File: src/rtl/aes_result_uart.sv
// Serialises each captured 128-bit encrypted block as a 17-byte UART frame
// (header byte, then data bytes MSB first), with a one-deep pending buffer.
module aes_result_uart #(
  parameter int unsigned CLKS_PER_BIT = 434,
  parameter logic [7:0]  HEADER       = 8'hA5
) (
  input  logic         clk,
  input  logic         n_rst,
  input  logic         complete,
  input  logic [127:0] data_in,
  output logic         tx,
  output logic         busy,
  output logic         overrun,
  output logic [7:0]   blocks_sent
);

  localparam int unsigned   CW        = (CLKS_PER_BIT > 1) ? $clog2(CLKS_PER_BIT) : 1;
  localparam logic [CW-1:0] BAUD_MAX  = CW'(CLKS_PER_BIT - 1);
  localparam logic [4:0]    LAST_BYTE = 5'd16;

  typedef enum logic [1:0] {IDLE, START, DATA, STOP} state_e;

  state_e         state_q;
  logic [CW-1:0]  baud_q;
  logic [2:0]     bit_idx_q;
  logic [4:0]     byte_idx_q;
  logic           complete_q;
  logic [127:0]   active_q;
  logic [127:0]   pending_q;
  logic           active_valid_q;
  logic           pending_valid_q;
  logic           tx_q;
  logic           overrun_q;
  logic [7:0]     blocks_sent_q;

  logic           arrival;
  logic           baud_last;
  logic           frame_end;
  logic [3:0]     byte_rev;
  logic [127:0]   shifted;
  logic [7:0]     cur_byte;

  // Handshake: a block is offered by a 0->1 edge on complete with data_in valid
  // in that same cycle; there is no back-pressure, so excess arrivals are dropped.
  assign arrival   = complete & ~complete_q;
  assign baud_last = (baud_q == BAUD_MAX);
  assign frame_end = (state_q == STOP) && baud_last && (byte_idx_q == LAST_BYTE);

  // Byte k (1..16) sits (16-k) bytes above the LSB of the active block.
  assign byte_rev = 4'(LAST_BYTE - byte_idx_q);
  assign shifted  = active_q >> {byte_rev, 3'b000};
  assign cur_byte = (byte_idx_q == 5'd0) ? HEADER : shifted[7:0];

  always_ff @(posedge clk or negedge n_rst) begin
    if (!n_rst) begin
      state_q         <= IDLE;
      baud_q          <= '0;
      bit_idx_q       <= '0;
      byte_idx_q      <= '0;
      complete_q      <= 1'b0;
      active_q        <= '0;
      pending_q       <= '0;
      active_valid_q  <= 1'b0;
      pending_valid_q <= 1'b0;
      tx_q            <= 1'b1;
      overrun_q       <= 1'b0;
      blocks_sent_q   <= '0;
    end else begin
      complete_q <= complete;

      case (state_q)
        IDLE: begin
          baud_q <= '0;
          tx_q   <= 1'b1;
          if (arrival || pending_valid_q) begin
            state_q    <= START;
            byte_idx_q <= '0;
            tx_q       <= 1'b0;
          end
        end
        START: begin
          if (baud_last) begin
            baud_q    <= '0;
            bit_idx_q <= '0;
            tx_q      <= cur_byte[0];
            state_q   <= DATA;
          end else begin
            baud_q <= baud_q + 1'b1;
          end
        end
        DATA: begin
          if (baud_last) begin
            baud_q <= '0;
            if (bit_idx_q == 3'd7) begin
              tx_q    <= 1'b1;
              state_q <= STOP;
            end else begin
              bit_idx_q <= bit_idx_q + 3'd1;
              tx_q      <= cur_byte[bit_idx_q + 3'd1];
            end
          end else begin
            baud_q <= baud_q + 1'b1;
          end
        end
        STOP: begin
          if (baud_last) begin
            baud_q <= '0;
            if (byte_idx_q != LAST_BYTE) begin
              byte_idx_q <= byte_idx_q + 5'd1;
              tx_q       <= 1'b0;
              state_q    <= START;
            end else begin
              // Next frame starts straight out of the stop bit when a block is ready.
              blocks_sent_q <= blocks_sent_q + 8'd1;
              byte_idx_q    <= '0;
              if (pending_valid_q || arrival) begin
                tx_q    <= 1'b0;
                state_q <= START;
              end else begin
                tx_q    <= 1'b1;
                state_q <= IDLE;
              end
            end
          end else begin
            baud_q <= baud_q + 1'b1;
          end
        end
        default: state_q <= IDLE;
      endcase

      if (!active_valid_q) begin
        if (arrival) begin
          active_q       <= data_in;
          active_valid_q <= 1'b1;
        end else if (pending_valid_q) begin
          active_q        <= pending_q;
          active_valid_q  <= 1'b1;
          pending_valid_q <= 1'b0;
        end
      end else if (frame_end) begin
        if (pending_valid_q) begin
          active_q        <= pending_q;
          pending_valid_q <= arrival;
          if (arrival) pending_q <= data_in;
        end else if (arrival) begin
          active_q <= data_in;
        end else begin
          active_valid_q <= 1'b0;
        end
      end else if (arrival) begin
        if (!pending_valid_q) begin
          pending_q       <= data_in;
          pending_valid_q <= 1'b1;
        end else begin
          overrun_q <= 1'b1;
        end
      end
    end
  end

  assign tx          = tx_q;
  assign busy        = (state_q != IDLE) | pending_valid_q;
  assign overrun     = overrun_q;
  assign blocks_sent = blocks_sent_q;

endmodule

File: config.mk
export PLATFORM = sky130hd
export DESIGN_NAME = aes_result_uart
export DESIGN_NICKNAME = d
export VERILOG_FILES = /design/src/rtl/aes_result_uart.sv
export SDC_FILE = /design/constraint.sdc
export NUM_CORES = 1
export LEC_CHECK = 0
export BUFFER_PORTS_ARGS = -buffer_cell sky130_fd_sc_hd__buf_2
export CAP_MARGIN = 20
export CORE_MARGIN = 1
export CORE_UTILIZATION = 40
export DETAILED_ROUTE_END_ITERATION = 16
export PLACE_DENSITY = 0.63
export SLEW_MARGIN = 20
export SYNTH_ARGS = -nofsm -noshare
export SYNTH_HDL_FRONTEND = slang
export SYNTH_SLANG_ARGS = --single-unit
File: constraint.sdc
create_clock -name clk -period 4.94 [get_ports clk]
set_input_delay 0 -clock clk [delete_from_list [all_inputs] [get_ports clk]]
set_output_delay 0 -clock clk [all_outputs]
set_load 0.02 [all_outputs]
==> results of run 1 <==
-- cell usage in the layout (no fill, tap or decap), drive strengths merged, types with 2 or more instances in the layout --
| master | netlist | final |
|---|---|---|
| dfrtp | 287 | 287 |
| buf | 54 | 152 |
| nor2 | 145 | 145 |
| mux2 | 137 | 137 |
| mux2i | 135 | 135 |
| a21oi | 131 | 131 |
| dlygate4sd3 | 0 | 130 |
| clkbuf | 16 | 44 |
| nand2 | 31 | 31 |
| mux4 | 27 | 27 |
| o21ai | 13 | 13 |
| ha | 12 | 12 |
| inv | 11 | 12 |
| and2 | 9 | 9 |
| nand3 | 9 | 9 |
| xor2 | 8 | 8 |
| xnor2 | 8 | 8 |
| a2111oi | 7 | 7 |
| clkinv | 0 | 7 |
| o31ai | 6 | 6 |
| and3 | 5 | 5 |
| nor2b | 5 | 5 |
| nand2b | 4 | 4 |
| nor3 | 4 | 4 |
| nand4 | 3 | 3 |
| a22oi | 3 | 3 |
| a31oi | 3 | 3 |
| a211oi | 3 | 3 |
| a311oi | 3 | 3 |
| o211ai | 3 | 3 |
| o22ai | 3 | 3 |
| or2 | 3 | 3 |
| or3 | 2 | 2 |
| o311ai | 2 | 2 |
| clkinvlp | 0 | 2 |
| bufinv | 0 | 2 |
-- area by class of cell --
type	count	area (sq um)	area share
Sequential cell	288	7210	0.427
Multi-Input combinational cell	737	5910	0.350
Clock buffer	44	885	0.0524
Clock inverter	12	123	0.00727
Inverter	11	41.3	0.00245
Timing Repair Buffer	282	2150	0.127
Tap cell	442	553	0.0328
-- stage by stage --
| stage | util | instance area [sq um] |
|---|---|---|
| after floorplan | - | 13500 |
| after global placement | 0.443 | 14600 |
| after detailed placement | 0.443 | 14600 |
| after CTS | 0.513 | 16900 |
| after global routing | 0.513 | 16900 |
| final | 0.513 | 16900 |
-- final timing paths --
path                            slack [ps]              to      startpoint  depth (start not counted)
max in group asynchronous             3610    active_q[74]           n_rst                          3
worst max register to register        1740   pending_q[74]   byte_idx_q[0]                          9
worst min-delay path                    60   pending_q[21]           n_rst                          2
min in group clk                       130      complete_q        complete                          2
worst max-delay path                  1740   pending_q[74]   byte_idx_q[0]                          9
worst min register to register         480  blocks_sent[7]  blocks_sent[7]                          1
-- report_power, final --
group | internal [mW] | leakage (nW) | switching [mW]
sequential | 2.61 | 3.59 | 0.128
combinational | 0.322 | 3.26 | 0.256
clock | 1.34 | 0.494 | 0.936
-- synth_stat cells (7+ instances only) --
library cell and instances:
o21ai_0 10, a2111oi_0 7, a21oi_1 131, and2_1 8, ha_1 12, dfrtp_1 287, xnor2_1 8, mux2i_1 135
buf_4 12, nand2_1 30, mux2_1 136, xor2_1 7, inv_1 11, mux4_1 11, nor2_1 145, clkbuf_1 15
mux4_2 16, buf_2 37, nand3_1 9
-- flip-flops by register name, indices dropped and copies added (netlist names) --
signal,count
active_q,128
baud_q,9
byte_idx_q,5
overrun,1
active_valid_q,1
pending_valid_q,1
bit_idx_q,3
tx,1
state_q,2
blocks_sent,8
pending_q,128
complete_q,1
-- kinds of logic (layout without fill, tap and decap cells) --
family / after synthesis / after routing / share of synthesized area
buffers and inverters: 81 / 349 / 0.0329
DFF: 288 / 288 / 0.533
adders and majority gates: 12 / 12 / 0.0111
AOI/OAI and AO/OA: 183 / 183 / 0.0765
and+or+nand+nor: 227 / 227 / 0.0733
muxes: 299 / 299 / 0.262
xor gates and xnor gates: 16 / 16 / 0.0109
-- metal layers --
| layer | part of all wire | track usage |
|---|---|---|
| met3 | 0.045 | 0.0301 |
| met5 | 0 | 0 |
| met1 | 0.47 | 0.269 |
| met4 | 0.021 | 0.0485 |
| met2 | 0.46 | 0.293 |
-- worst reg2reg max path: stages, from the launching register on --
cell	delay, ps
dfrtp_2	400
inv_1	100
ha_1	290
nor4bb_1	440
and2_1	240
and2_1	220
xnor2_1	120
nand3_4	100
buf_4	700
mux2_1	460
==> reports/results.ini, run 1 <==
[run_status]
status=finished, final reports clean

[cts]
clkTransAtPathRegs_ps=60
cts_tree=built
clock-sinks=288
insertion_delay_ps=560
cts_root_buf=clkbuf_16
cts_max_path_buffers=3
hold_buffers=130
htreeDepth=1
cts_resized=0
post_cts_buffers=0
numCtsBuffers=31

[worst_setup_path]
crit_fanout=68
critical_path.slowest_cell=buf_4
cp.buffers_inverters=2
required_ps=5370
worstSetupPathType=reg -> reg
crit_path_max_incr_delay_ps=700
worst_setup_path_end_kind=flip-flop
crit_top_cell=and2_1
cp-start-kind=flip-flop
path_cells=inv_1 > ha_1 > nor4bb_1 > and2_1 > and2_1 > xnor2_1 > nand3_4 > buf_4 > mux2_1
cp_data_arrival_time_ps=3630
crit_family=simple AND/OR/NAND/NOR gates

[placement]
place.gp.congestion=0.853
port_buffers=141
pre_cts_slack_ps=1700
dp_hpwl_um=20100
dp.cells=1630

[detailed_routing]
vias=9308
viasPerCell=5.13
wire_per_inst_um=17.1
first_pass_iters=4
drc=0
routed_wl_um=31100
ant_nets=0
drtIter0Drc=552

[global_route]
grt_pass1_wl_um=50600
grt_max_degree=149
grt_pass1_vias=9425
gr-total-overflow=0
grtUsageTotal=0.187
antenna_found_initial=0

[sta]
rsz0062_at_grt=no
finalSetupViolations=0
setup_ws_ps=1740
finClkSkew_ps=10.5
timing.slew.headroom=0.218
final.setup.tns_ps=0
tightest_slew_ps=1170
min_period_ps=3200
timing_hold_violations_final=0
min_period_over_period=0.648
timing.hold.ws_ps=64.2
maxSlewViolCount=0
timing.fmax_mhz=313

[final_layout]
n_antenna_cell=0
fillCellCount=2981
nets=1494
drive_gt1_frac=0.167
syn_to_final_growth_pct=24.8
final_cells=1816

[pwr]
power.total_mw=5.60
power_density_mw_per_mm2=332
worst_ir_drop_vdd_uv=251
p_leak_nw=7.35

[die]
die_w_um=186
fp.dieH_um=186
die_area_sq_mm=0.0345
io_pins=142
fp-row-count=66
initial_core_util=0.411
core_area_sq_mm=0.0329

[yosys]
syn_avg_cell_area_sq_um=12.2
synth-main-ff-cell=dfrtp_1
syn-num-nets=1249
syn_area_sq_mm=0.0135
yosysTopAreaCellShare=0.531
yosys.area.top_type=dfrtp_1
ys_ff_latch=288
synth_warnings=0
ys_top_cells_by_area=dfrtp_1 53%, mux2_1 11%, mux2i_1 10%, a21oi_1 4.9%, nor2_1 4.0%
yosysSeqAreaShare=0.533
synth.distinct_cells=59
synthArstFlopShare=1.00
synth_edf_count=0
synthCells=1106

[job]
cap_violations=0

[min_path]
hold_path.class=in -> async

Power figures use the tool's default switching activity.
==> run 2, diff against run 1 <==
==> constraint.sdc (replaced) <==
create_clock -name clk -period 3.3 [get_ports clk]
set_input_delay 0 -clock clk [delete_from_list [all_inputs] [get_ports clk]]
set_output_delay 0 -clock clk [all_outputs]
set_load 0.02 [all_outputs]
==> run 2 against run 1 <==
- global-route usage increased by 0.20 points
- first-iteration DRC count fell by 14%
- worst hold slack better by 46 ps
- cell area increased by 0.54%
- critical path depth decreased by 1
==> reports/results.ini, run 2 (synthesized netlist as in run 1, its figures left out) <==
[sta]
finalSetupViolations=0  ; unchanged
timing.fmax_mhz=336  ; was 313 MHz
final.setup.tns_ps=0  ; unchanged
rsz0062_at_grt=no  ; unchanged
min_period_ps=2980  ; was 3200 ps
timing.slew.headroom=0.392  ; was 0.218
timing_hold_violations_final=0  ; unchanged
finClkSkew_ps=8.35  ; was 10.5 ps
maxSlewViolCount=0  ; unchanged
min_period_over_period=0.903  ; was 0.648
tightest_slew_ps=913  ; was 1170 ps

[global_route]
grt_pass1_vias=9394  ; was 9425
gr-total-overflow=0  ; unchanged
grt_pass1_wl_um=51000  ; was 50600 um
antenna_found_initial=0  ; unchanged
grtUsageTotal=0.189  ; was 0.187
grt_max_degree=142  ; was 149

[die]
core_area_sq_mm=0.0329  ; unchanged
die_area_sq_mm=0.0345  ; unchanged
fp.dieH_um=186  ; unchanged
fp-row-count=66  ; unchanged
initial_core_util=0.411  ; unchanged
io_pins=142  ; unchanged
die_w_um=186  ; unchanged

[placement]
dpl_cell_area_sq_mm=0.0147  ; was 0.0146 sq mm
port_buffers=141  ; unchanged
place.gp.congestion=0.852  ; was 0.853
dp_hpwl_um=20800  ; was 20100 um
dp.cells=1638  ; was 1630

[pwr]
p_leak_nw=7.40  ; was 7.35 nW
power_density_mw_per_mm2=489  ; was 332 mW/mm^2
worst_ir_drop_vdd_uv=424  ; was 251 uV

[job]
cap_violations=0  ; unchanged

[final_layout]
post-route-util=0.516  ; was 0.513
final_common_cell=dfrtp_1  ; unchanged
syn_to_final_growth_pct=25.5  ; was 24.8%
final_cells=1820  ; was 1816
fillCellCount=3031  ; was 2981
fin_area_sq_mm=0.0170  ; was 0.0169 sq mm
n_antenna_cell=0  ; unchanged
nets=1501  ; was 1494
reg.largest.list=active_q: 128 flops, pending_q: 128 flops, baud_q: 9 flops  ; unchanged
mostFrequentLayoutCells=286 x dfrtp_1, 145 x nor2_1, 140 x buf_2, 136 x mux2_1, 134 x mux2i_1  ; unchanged
drive_gt1_frac=0.167  ; about the same

[worst_setup_path]
path_depth=8  ; was 9
crit_family=multiplexers  ; was simple AND/OR/NAND/NOR gates
cp_data_arrival_time_ps=3430  ; was 3630 ps
required_ps=3750  ; was 5370 ps
cp-start-kind=flip-flop  ; unchanged
critical_path.slowest_cell=mux4_2  ; was buf_4
r2r-end=tx  ; was pending_q[74]
path_cells=inv_1 > ha_1 > buf_12 > mux4_1 > mux4_2 > or2_1 > o32ai_1 > a41oi_1  ; was inv_1 > ha_1 > nor4bb_1 > and2_1 > and2_1 > xnor2_1 > nand3_4 > buf_4 > mux2_1
worstSetupPathType=reg -> reg  ; unchanged
worst-r2r-cell-count=8  ; was 9
r2r_slack_ps=320  ; was 1740 ps
crit_path_max_incr_delay_ps=470  ; was 700 ps
crit_fanout=27  ; was 68
timing.rr.start=byte_idx_q[1]  ; was byte_idx_q[0]
worst_setup_path_end_kind=flip-flop  ; unchanged
cp.buffers_inverters=2  ; unchanged

[cts]
numCtsBuffers=30  ; was 31
htreeDepth=1  ; unchanged
clkTransAtPathRegs_ps=60  ; about the same
cts_root_buf=clkbuf_16  ; unchanged
clock-sinks=288  ; unchanged
cts_max_path_buffers=3  ; unchanged
hold_buffers=130  ; unchanged
cts_resized=0  ; unchanged
insertion_delay_ps=550  ; was 560 ps
post_cts_buffers=0  ; unchanged
cts_tree=built  ; unchanged

[detailed_routing]
drc=0  ; unchanged
routed_wl_um=31500  ; was 31100 um
vias=9328  ; was 9308
first_pass_iters=5  ; was 4
viasPerCell=5.13  ; about the same
wire_per_inst_um=17.3  ; was 17.1 um
drtIter0Drc=476  ; was 552
ant_nets=0  ; unchanged

[min_path]
hold_path.class=in -> async  ; unchanged

[run_status]
status=finished, final reports clean  ; unchanged

run 2: changes by cell type in the layout (fill, tap and decap cells not counted):
cell and delta:
buf_12 +6, clkinv_4 -1, bufinv_16 -1, buf_4 +2
clkinv_2 -4, clkinvlp_4 -2, inv_6 -1, clkbuf_8 +2
clkbuf_1 +3
run 2: worst max-delay path by stage:
| stage | end | slack [ps] | startpoint |
|---|---|---|---|
| CTS | tx | 370 | byte_idx_q[1] |
| global placement | tx | 430 | byte_idx_q[1] |
| global route | tx | 60 | byte_idx_q[1] |
| detailed placement | tx | 370 | byte_idx_q[1] |
| finish | tx | 320 | byte_idx_q[1] |
| floorplan | tx | 150 | byte_idx_q[0] |
run 2: layout make-up:
| type | count | area, sq um | share of cell area |
|---|---|---|---|
| clock buffer | 49 | 923 | 0.0544 |
| inverter | 11 | 41.3 | 0.00243 |
| clock inverter | 3 | 40.0 | 0.00236 |
| timing repair buffer | 290 | 2280 | 0.135 |
| multi-input combinational | 737 | 5910 | 0.348 |
| tap | 442 | 553 | 0.0326 |
| sequential | 288 | 7210 | 0.425 |
run 2: through the flow:
stage | setup slack [ps] | power, mW | hold slack (ps)
2_1_floorplan | 153 | 4.57 | -296
3_3_place_gp | 426 | 4.90 | 134
3_5_place_dp | 368 | 4.94 | 135
4_1_cts | 367 | 8.41 | 107
5_1_grt | 59.4 | 8.68 | 114
6_report | 321 | 8.30 | 110
run 2: metal layers:
layer | wire, um | GRT usage | up-vias
met2 | 14600 | 0.306 | 173
met4 | 533 | 0.0423 | 0
met1 | 15100 | 0.268 | 4639
met3 | 1310 | 0.0282 | 38
li1 | - | - | 4478
met5 | 0 | 0 | -
run 2: power breakdown:
group	leakage (nW)	total [mW]	internal, mW	switching, mW
Clock	0.473	3.31	1.96	1.35
Combinational	3.34	0.876	0.485	0.391
Sequential	3.59	4.11	3.91	0.196
Total	7.40	8.30	6.36	1.94
==> run 3, diff against run 2 <==
--- a/config.mk
+++ b/config.mk
@@ -10,7 +10,7 @@
 export CORE_MARGIN = 1
 export CORE_UTILIZATION = 40
 export DETAILED_ROUTE_END_ITERATION = 16
-export PLACE_DENSITY = 0.63
+export PLACE_DENSITY = 0.64
 export SLEW_MARGIN = 20
 export SYNTH_ARGS = -nofsm -noshare
 export SYNTH_HDL_FRONTEND = slang
==> run 3 against run 2 <==
- critical path depth rose by 1
- sequential power barely moved
- routed wire length fell by 0.73%
- clock power rose by 9.4%
- critical endpoint is now pending_q[107]
- clock skew barely moved
- critical path type unchanged
==> reports/results.ini, run 3 (synthesized netlist as in run 1, its figures left out) <==
[detailed_routing]
vias=9360  ; was 9328
routed_wl_um=31300  ; was 31500 um
viasPerCell=5.14  ; was 5.13
ant_nets=0  ; unchanged
drtIter0Drc=574  ; was 476
first_pass_iters=6  ; was 5
wire_per_inst_um=17.2  ; was 17.3 um
drc=0  ; unchanged

[final_layout]
reg.largest.list=active_q: 128 flops, pending_q: 128 flops, baud_q: 9 flops  ; unchanged
syn_to_final_growth_pct=26.0  ; was 25.5%
final_cells=1820  ; unchanged
nets=1499  ; was 1501
fillCellCount=2957  ; was 3031
drive_gt1_frac=0.173  ; was 0.167
final_common_cell=dfrtp_1  ; unchanged
n_antenna_cell=0  ; unchanged
mostFrequentLayoutCells=286 x dfrtp_1, 145 x nor2_1, 140 x buf_2, 136 x mux2_1, 134 x mux2i_1  ; unchanged

[cts]
clock-sinks=288  ; unchanged
htreeDepth=1  ; unchanged
insertion_delay_ps=550  ; about the same
cts_tree=built  ; unchanged
numCtsBuffers=30  ; unchanged
cts_resized=0  ; unchanged
clkTransAtPathRegs_ps=60  ; about the same
cts_root_buf=clkbuf_16  ; unchanged
cts_max_path_buffers=3  ; unchanged

[sta]
min_period_over_period=0.932  ; was 0.903
timing.fmax_mhz=325  ; was 336 MHz
timing_hold_violations_final=0  ; unchanged
maxSlewViolCount=0  ; unchanged
final.setup.tns_ps=0  ; unchanged
timing.slew.headroom=0.460  ; was 0.392
rsz0062_at_grt=no  ; unchanged
tightest_slew_ps=810  ; was 913 ps
setup_ws_ps=226  ; was 321 ps
finalSetupViolations=0  ; unchanged
min_period_ps=3070  ; was 2980 ps
finClkSkew_ps=8.83  ; was 8.35 ps

[placement]
pre_cts_slack_ps=225  ; was 368 ps
dp.cells=1636  ; was 1638
dp_hpwl_um=21000  ; was 20800 um
place.gp.congestion=0.860  ; was 0.852
port_buffers=141  ; unchanged

[pwr]
power.total_mw=8.60  ; was 8.30 mW
worst_ir_drop_vdd_uv=454  ; was 424 uV
power_density_mw_per_mm2=505  ; was 489 mW/mm^2
p_leak_nw=7.44  ; was 7.40 nW

[worst_setup_path]
worst_setup_path_end_kind=flip-flop  ; unchanged
timing.rr.start=byte_idx_q[0]  ; was byte_idx_q[1]
cp-start-kind=flip-flop  ; unchanged
worstSetupPathType=reg -> reg  ; unchanged
cp_data_arrival_time_ps=3510  ; was 3430 ps
r2r_slack_ps=230  ; was 320 ps
crit_end=pending_q[107]  ; was tx
crit_start=byte_idx_q[0]  ; was byte_idx_q[1]
worst-r2r-cell-count=9  ; was 8
crit_fanout=36  ; was 27
r2r-end=pending_q[107]  ; was tx
required_ps=3730  ; was 3750 ps

[job]
cap_violations=0  ; unchanged

[die]
die_w_um=186  ; unchanged
io_pins=142  ; unchanged
core_area_sq_mm=0.0329  ; unchanged
fp-row-count=66  ; unchanged
die_area_sq_mm=0.0345  ; unchanged
initial_core_util=0.411  ; unchanged
fp.dieH_um=186  ; unchanged

[global_route]
gr-total-overflow=0  ; unchanged
grtUsageTotal=0.186  ; was 0.189
grt_max_degree=157  ; was 142
antenna_found_initial=0  ; unchanged
grt_pass1_vias=9249  ; was 9394
grt_pass1_wl_um=50100  ; was 51000 um

[run_status]
status=finished, final reports clean  ; unchanged

[min_path]
hold_path.class=in -> async  ; unchanged

-- run 3: changes by cell type in the layout (fill, tap and decap cells not counted), sizes merged --
cell / change
clkbuf: -7
bufinv: +3
buf: -2
clkinv: +6
-- run 3: cell type report --
| type | count | area, sq um | share of cell area |
|---|---|---|---|
| multi-input combinational | 737 | 5910 | 0.347 |
| timing repair buffer | 288 | 2240 | 0.132 |
| clock buffer | 42 | 907 | 0.0533 |
| inverter | 11 | 41.3 | 0.00242 |
| sequential | 288 | 7210 | 0.423 |
| clock inverter | 12 | 164 | 0.00963 |
| tap | 442 | 553 | 0.0325 |
-- run 3: per-layer routing --
metal,share of wire,up-vias,track usage
met5,0,-,0
met4,0.021,0,0.0446
met3,0.036,47,0.0229
met2,0.48,181,0.306
met1,0.46,4668,0.262
li1,-,4464,-
-- run 3: power breakdown --
| group | switching [mW] | leakage [nW] | total, mW | internal [mW] |
|---|---|---|---|---|
| combinational | 0.398 | 3.31 | 0.882 | 0.484 |
| sequential | 0.190 | 3.59 | 4.10 | 3.91 |
| clock | 1.40 | 0.537 | 3.62 | 2.21 |
| total | 1.99 | 7.44 | 8.60 | 6.61 |
-- run 3: how the worst min path moves through the flow --
stage / to / slack, ps / cells after the start
finish: pending_q[0] / 110 / 2
global route: complete_q / 160 / 2
CTS: baud_q[0] / 130 / 2
detailed placement: blocks_sent[5] / 120 / 1
global placement: blocks_sent[7] / 120 / 1
floorplan: active_q[0] / -300 / 0
-- run 3: repair_timing --
action,4_1_cts,5_1_grt
hold endpoints to repair,359,0
hold buffers,130,0
setup buffers,0,0
-- run 3: per-stage QoR --
| step | utilization | cell area [sq um] | hold WS [ps] |
|---|---|---|---|
| 2_1_floorplan | - | 13500 | -296 |
| 3_3_place_gp | 0.446 | 14700 | 120 |
| 3_5_place_dp | 0.446 | 14700 | 120 |
| 4_1_cts | 0.518 | 17000 | 132 |
| 5_1_grt | 0.518 | 17000 | 159 |
| 6_report | 0.518 | 17000 | 111 |
-- run 3: worst max-delay path, stage by stage, from the launching register on --
cell and delay, ps:
dfrtp_2 400, inv_1 130, ha_1 300, nor4bb_1 500, and2_1 250, and2_1 240
xnor2_1 130, nand3_4 150, buf_4 450, mux2_1 380
